===== config.mk =====
export PLATFORM = sky130hd
export DESIGN_NAME = seg_scan_driver
export DESIGN_NICKNAME = d
export VERILOG_FILES = /design/src/rtl/seg_scan_driver.sv
export SDC_FILE = /design/constraint.sdc
export NUM_CORES = 1
export LEC_CHECK = 0
export ABC_AREA = 0
export CORE_ASPECT_RATIO = 1.25
export CORE_MARGIN = 5
export CORE_UTILIZATION = 45
export DETAILED_ROUTE_END_ITERATION = 10
export DONT_BUFFER_PORTS = 1
export PLACE_DENSITY = 0.58
export SETUP_SLACK_MARGIN = 0.5
export SYNTH_ARGS = -nofsm -noshare
export SYNTH_HDL_FRONTEND = slang
export SYNTH_SLANG_ARGS = --single-unit

===== constraint.sdc =====
create_clock -name FPGA_GlobalClock -period 4.5 [get_ports FPGA_GlobalClock]
set_input_delay 0.225 -clock FPGA_GlobalClock [delete_from_list [all_inputs] [get_ports FPGA_GlobalClock]]
set_output_delay 0.225 -clock FPGA_GlobalClock [all_outputs]
set_load 0.02 [all_outputs]

===== src/rtl/seg_scan_driver.sv =====
// -----------------------------------------------------------------------------
// seg_scan_driver
// Time-multiplexed driver for a common-anode style multi-digit 7-segment
// display. One digit is lit per slot of REFRESH_DIV clocks. A free-running PWM
// counter gates the lit time for brightness control. New display data is
// staged in a pending register and only becomes visible at a frame boundary,
// so a frame is never drawn with a mix of old and new data.
//
// Ports
//   FPGA_GlobalClock  in   single clock, rising edge
//   RST               in   synchronous active-high reset
//   Value             in   4*NR_DIGITS  hex nibble per digit (digit i = [4i+3:4i])
//   DP                in   NR_DIGITS    decimal point per digit
//   DigitEn           in   NR_DIGITS    per-digit enable, 0 = blanked
//   Load              in   capture strobe for Value/DP/DigitEn
//   Brightness        in   BRIGHT_BITS  PWM duty code, all-ones = always on
//   NA                out  NR_DIGITS    anode select (registered)
//   SEG               out  8            {dp, g..a} (registered)
//   LoadPending       out  captured data not yet on display
//   FrameDone         out  one-cycle pulse when the digit index wraps to 0
// -----------------------------------------------------------------------------
module seg_scan_driver #(
   parameter int NR_DIGITS        = 8,
   parameter int REFRESH_DIV      = 50000,
   parameter int BRIGHT_BITS      = 4,
   parameter int ANODE_ACTIVE_LOW = 1,
   parameter int SEG_ACTIVE_LOW   = 1
) (
   input  logic                     FPGA_GlobalClock,
   input  logic                     RST,
   input  logic [4*NR_DIGITS-1:0]   Value,
   input  logic [NR_DIGITS-1:0]     DP,
   input  logic [NR_DIGITS-1:0]     DigitEn,
   input  logic                     Load,
   input  logic [BRIGHT_BITS-1:0]   Brightness,
   output logic [NR_DIGITS-1:0]     NA,
   output logic [7:0]               SEG,
   output logic                     LoadPending,
   output logic                     FrameDone
);

   localparam int CNT_W = (REFRESH_DIV > 1) ? $clog2(REFRESH_DIV) : 1;
   localparam int IDX_W = (NR_DIGITS > 1) ? $clog2(NR_DIGITS) : 1;
   localparam logic [CNT_W-1:0]     SLOT_LAST = CNT_W'(REFRESH_DIV - 1);
   localparam logic [IDX_W-1:0]     IDX_LAST  = IDX_W'(NR_DIGITS - 1);
   // XOR masks that also serve as the inactive pin levels
   localparam logic [NR_DIGITS-1:0] NA_OFF    = {NR_DIGITS{ANODE_ACTIVE_LOW != 0}};
   localparam logic [7:0]           SEG_OFF   = {8{SEG_ACTIVE_LOW != 0}};

   function automatic logic [6:0] hex7(input logic [3:0] n);
      case (n)
         4'h0:    hex7 = 7'h3F;
         4'h1:    hex7 = 7'h06;
         4'h2:    hex7 = 7'h5B;
         4'h3:    hex7 = 7'h4F;
         4'h4:    hex7 = 7'h66;
         4'h5:    hex7 = 7'h6D;
         4'h6:    hex7 = 7'h7D;
         4'h7:    hex7 = 7'h07;
         4'h8:    hex7 = 7'h7F;
         4'h9:    hex7 = 7'h6F;
         4'hA:    hex7 = 7'h77;
         4'hB:    hex7 = 7'h7C;
         4'hC:    hex7 = 7'h39;
         4'hD:    hex7 = 7'h5E;
         4'hE:    hex7 = 7'h79;
         default: hex7 = 7'h71;
      endcase
   endfunction

   logic [CNT_W-1:0]       slot_q, slot_d;
   logic [IDX_W-1:0]       idx_q, idx_d;
   logic [BRIGHT_BITS-1:0] pwm_q, pwm_d;
   logic [4*NR_DIGITS-1:0] pend_val_q, pend_val_d, disp_val_q, disp_val_d;
   logic [NR_DIGITS-1:0]   pend_dp_q, pend_dp_d, disp_dp_q, disp_dp_d;
   logic [NR_DIGITS-1:0]   pend_en_q, pend_en_d, disp_en_q, disp_en_d;
   logic                   load_pend_q, load_pend_d;
   logic [NR_DIGITS-1:0]   na_q, na_d;
   logic [7:0]             seg_q, seg_d;

   logic                   slot_wrap, frame_wrap, lit;
   logic [3:0]             cur_nib;
   logic                   cur_dp, cur_en;

   always_comb begin
      slot_wrap   = (slot_q == SLOT_LAST);
      frame_wrap  = slot_wrap && (idx_q == IDX_LAST);

      slot_d      = slot_wrap ? '0 : slot_q + 1'b1;
      idx_d       = idx_q;
      if (slot_wrap) idx_d = frame_wrap ? '0 : idx_q + 1'b1;
      pwm_d       = pwm_q + 1'b1;

      pend_val_d  = pend_val_q;
      pend_dp_d   = pend_dp_q;
      pend_en_d   = pend_en_q;
      if (Load) begin
         pend_val_d = Value;
         pend_dp_d  = DP;
         pend_en_d  = DigitEn;
      end

      // A Load landing on the frame boundary bypasses the pending stage
      disp_val_d  = disp_val_q;
      disp_dp_d   = disp_dp_q;
      disp_en_d   = disp_en_q;
      if (frame_wrap) begin
         disp_val_d = Load ? Value   : pend_val_q;
         disp_dp_d  = Load ? DP      : pend_dp_q;
         disp_en_d  = Load ? DigitEn : pend_en_q;
      end

      load_pend_d = load_pend_q;
      if (frame_wrap)  load_pend_d = 1'b0;
      else if (Load)   load_pend_d = 1'b1;

      cur_nib = 4'h0;
      cur_dp  = 1'b0;
      cur_en  = 1'b0;
      for (int i = 0; i < NR_DIGITS; i++) begin
         if (idx_q == IDX_W'(i)) begin
            cur_nib = disp_val_q[4*i +: 4];
            cur_dp  = disp_dp_q[i];
            cur_en  = disp_en_q[i];
         end
      end

      // All-ones brightness is full duty; otherwise pwm < code gives code/2^N
      lit   = cur_en && ((&Brightness) || (pwm_q < Brightness));
      na_d  = (lit ? (NR_DIGITS'(1) << idx_q) : '0) ^ NA_OFF;
      seg_d = (lit ? {cur_dp, hex7(cur_nib)} : 8'h00) ^ SEG_OFF;
   end

   always_ff @(posedge FPGA_GlobalClock) begin
      if (RST) begin
         slot_q      <= '0;
         idx_q       <= '0;
         pwm_q       <= '0;
         pend_val_q  <= '0;
         pend_dp_q   <= '0;
         pend_en_q   <= '0;
         disp_val_q  <= '0;
         disp_dp_q   <= '0;
         disp_en_q   <= '0;
         load_pend_q <= 1'b0;
         na_q        <= NA_OFF;
         seg_q       <= SEG_OFF;
      end else begin
         slot_q      <= slot_d;
         idx_q       <= idx_d;
         pwm_q       <= pwm_d;
         pend_val_q  <= pend_val_d;
         pend_dp_q   <= pend_dp_d;
         pend_en_q   <= pend_en_d;
         disp_val_q  <= disp_val_d;
         disp_dp_q   <= disp_dp_d;
         disp_en_q   <= disp_en_d;
         load_pend_q <= load_pend_d;
         na_q        <= na_d;
         seg_q       <= seg_d;
      end
   end

   assign NA          = na_q;
   assign SEG         = seg_q;
   assign LoadPending = load_pend_q;
   assign FrameDone   = frame_wrap && !RST;

endmodule


==> impl_metrics.py <==
metrics = {
    "timing": {
        "finalWorstPathRequiredPeriod_ns": 3.67,
        "slew-limit-headroom": 0.283,
        "final-max-slew-violation-count": 0,
        "worst-slew-pin-transition_ns": 1.07,
        "clock-skew-final_ns": 0.00811,
        "finalHoldViolCount": 0,
        "totalNegativeSetupSlack_ns": 0,
        "grt_setup_unrepaired": "false",
        "clock.fmax_mhz": 273,
        "finalCritPeriodShare": 0.815,
        "timing.hold.ws_ns": 0.0149,
        "timing.final.setup_violations": 0,
    },
    "clock_tree": {
        "ctsLongestPathBuffers": 2,
        "clkSlewWorstSetupHoldPaths_ns": 0.06,
        "gates_resized_cts_repair": 0,
        "cts_hold_buf": 63,
        "numCtsBuffers": 17,
        "cts_tree": "yes",
        "htreeDepth": 4,
        "cts_setup_buffers": 0,
        "clk-insertion-delay-late_ns": 0.42,
        "cts_root_buf": "sky130_fd_sc_hd__clkbuf_16",
        "tritoncts_num_sinks": 136,
    },
    "grt": {
        "first_global_vias": 4265,
        "number_of_antenna_violations_at_the_first_check_in_global_routing": 0,
        "grt-ovfl-total": 0,
        "grt_max_degree": 55,
        "wire_length_of_the_first_global_routing_pass_um": 20700,
        "grt_usage": 0.182,
    },
    "yosys": {
        "postSynth.asyncResetShare": 0,
        "syn-num-nets": 656,
        "ys_seq_elements": 136,
        "gate_count_of_the_mapped_netlist": 584,
        "netlist_top_cells_count": "136 x sky130_fd_sc_hd__dfxtp_1, 73 x sky130_fd_sc_hd__nand2_1, 73 x sky130_fd_sc_hd__nor2_1, 58 x sky130_fd_sc_hd__o21ai_0, 52 x sky130_fd_sc_hd__mux2i_1",
        "synth_enable_flop_cells": 0,
        "post_synth_num_cell_types": 59,
        "synth_flop_cell": "sky130_fd_sc_hd__dfxtp_1",
        "post-synth-top-count-cell": "sky130_fd_sc_hd__dfxtp_1",
        "syn-cell-area_mm2": 0.00543,
        "synth_top_area_cell": "sky130_fd_sc_hd__dfxtp_1",
        "synth.top_cell.area_share": 0.502,
        "yosysSeqAreaShare": 0.502,
        "post_synth_main_area_contributors": "sky130_fd_sc_hd__dfxtp_1 50%, sky130_fd_sc_hd__mux2i_1 9.6%, sky130_fd_sc_hd__o21ai_0 5.3%",
        "syn_area_per_cell_um2": 9.29,
        "synth.yosys.warnings": 0,
    },
    "floorplan": {
        "ports_placed_on_the_boundary": 73,
        "die-area_mm2": 0.0144,
        "initial_utilization": 0.463,
        "die_w_um": 108,
        "number_of_core_rows": 44,
        "die_h_um": 133,
        "design.core.area_mm2": 0.0117,
    },
    "min_path": {
        "timing.hold.worst_path_depth": 2,
        "min-delay-start": "Value[27]",
        "worstHoldPathType": "input pin to register",
    },
    "critical_path": {
        "rr_startpoint": "idx_q[2]$_SDFFE_PP0P_",
        "critPathLaunch": "idx_q[2]$_SDFFE_PP0P_",
        "timing.critical_path.required_ns": 4.81,
        "setup.worst_path.end_class": "register",
        "crit_arrival_ns": 3.97,
        "rr_worst_depth": 11,
        "startpoint_type": "register",
        "worst-path-max-fanout": 21,
        "path_class": "register to register",
    },
    "placed_design": {
        "io_buffer_count": 0,
        "dp.final_hpwl_um": 7980,
        "place.gp.congestion": 0.826,
    },
    "finish": {
        "syn_to_final_growth_pct": 25.2,
        "drive_above_1_share": 0.0590,
        "insertedDiodeCount": 0,
        "final_nets": 703,
    },
    "power_and_ir_drop": {
        "leakage_nw": 2.75,
        "vdd_ir_drop_max_v": 0.000221,
        "power_per_cell_area_mw_per_mm2": 430,
    },
    "route": {
        "totalWireLength_um": 12300,
        "num_vias": 4137,
        "detail_route.drc_violations": 0,
        "drt_first_iter_violations": 163,
        "avgViaCountPerCell": 5.14,
        "drt-wirelength-per-cell_um": 15.3,
        "drtPass1Iterations": 4,
        "ant_nets": 0,
    },
    "run": {
        "max_cap_viol_count": 0,
    },
    "outcome": {
        "run_status": "complete, no violations",
    },
}
## cell usage in the layout (no fill, tap or decap), drive strengths merged, types with 4 or more instances in the layout
master | synthesis | layout
nand2b | 6 | 6
inv | 21 | 22
nand2 | 73 | 73
o211ai | 4 | 4
a21oi | 6 | 6
dfxtp | 136 | 136
xnor2 | 6 | 6
o21ai | 58 | 58
nor2 | 74 | 74
and3 | 4 | 4
bufinv | 0 | 5
nand3 | 13 | 13
xor2 | 11 | 11
ha | 17 | 17
and2 | 4 | 4
mux2i | 52 | 52
nor2b | 4 | 4
clkbuf | 23 | 21
dlygate4sd3 | 0 | 62
a211oi | 5 | 5
nand4 | 5 | 5
## power by group
part	total [W]	leakage (nW)	switching (W)	internal, W
logic	0.000137	1.32	0.0000587	0.0000785
registers	0.00125	1.11	0.0000107	0.00124
clock network	0.00154	0.320	0.000509	0.00103
## layer usage
layer  part of all wire  wire, um  GRT usage  vias to the layer above
met5                  0         0          0                        -
met4              0.015       187     0.0716                        0
met3              0.053       649     0.0546                       18
met2               0.47      5790      0.288                      104
met1               0.46      5720      0.233                     1924
li1                   -         -          -                     2091
## cells by family (layout without fill, tap and decap cells)
group / count (synthesis) / after routing / synth area share
AND/OR/NAND/NOR: 197 / 197 / 0.162
adder cells (fa/ha/maj): 17 / 17 / 0.0392
XOR/XNOR: 17 / 17 / 0.0274
buffers and inverters: 57 / 117 / 0.0440
AO/OA/AOI/OAI: 107 / 107 / 0.126
multiplexers: 53 / 53 / 0.100
flip-flops: 136 / 136 / 0.502
## flip-flops by register name, indices dropped and copies added, names as in the netlist
| register | count |
|---|---|
| NA | 8 |
| pend_en_q | 8 |
| SEG | 8 |
| idx_q | 3 |
| disp_en_q | 8 |
| disp_val_q | 32 |
| disp_dp_q | 8 |
| pwm_q | 4 |
| slot_q | 16 |
| pend_dp_q | 8 |
| pend_val_q | 32 |
| LoadPending | 1 |
## per-stage QoR
stage / area, um^2 / util / cells / power [W] / setup slack, ns
global route: 6800 / 0.579 / 805 / 0.00302 / 0.602
CTS: 6800 / 0.579 / 805 / 0.00295 / 0.911
detailed placement: 5480 / 0.468 / 710 / 0.00135 / 0.974
global placement: 5480 / 0.468 / 710 / 0.00134 / 1.11
floorplan: 5430 / - / 584 / 0.00135 / 1.55
finish: 6800 / 0.579 / 805 / 0.00292 / 0.834
## area by class of cell
cell class | count | area, um^2
Clock buffer | 21 | 470
Clock inverter | 11 | 193
Sequential cell | 136 | 2720
Multi-Input combinational cell | 391 | 2470
Timing Repair Buffer | 64 | 656
Fill cell | 1060 | 4930
Tap cell | 161 | 201
Inverter | 21 | 78.8
## worst paths after layout
path                                 endpoint  slack, ns
setup / recovery            SEG[3]$_SDFF_PP1_       0.83
hold / removal      pend_val_q[27]$_SDFF_PP0_       0.01
setup reg to reg            SEG[3]$_SDFF_PP1_       0.83
hold reg to reg   disp_val_q[27]$_SDFFE_PP0P_       0.45
## critical path, stage by stage, from the launching register on
cell	delay (ns)
sky130_fd_sc_hd__dfxtp_1	0.74
sky130_fd_sc_hd__inv_1	0.21
sky130_fd_sc_hd__ha_1	0.40
sky130_fd_sc_hd__nor2_2	0.21
sky130_fd_sc_hd__o221ai_1	0.14
sky130_fd_sc_hd__a32o_1	0.28
sky130_fd_sc_hd__a2bb2oi_1	0.37
sky130_fd_sc_hd__inv_1	0.18
sky130_fd_sc_hd__ha_1	0.32
sky130_fd_sc_hd__inv_1	0.05
sky130_fd_sc_hd__mux4_2	0.45
sky130_fd_sc_hd__or2_1	0.21
No activity file was read; power rests on OpenSTA's default activity.
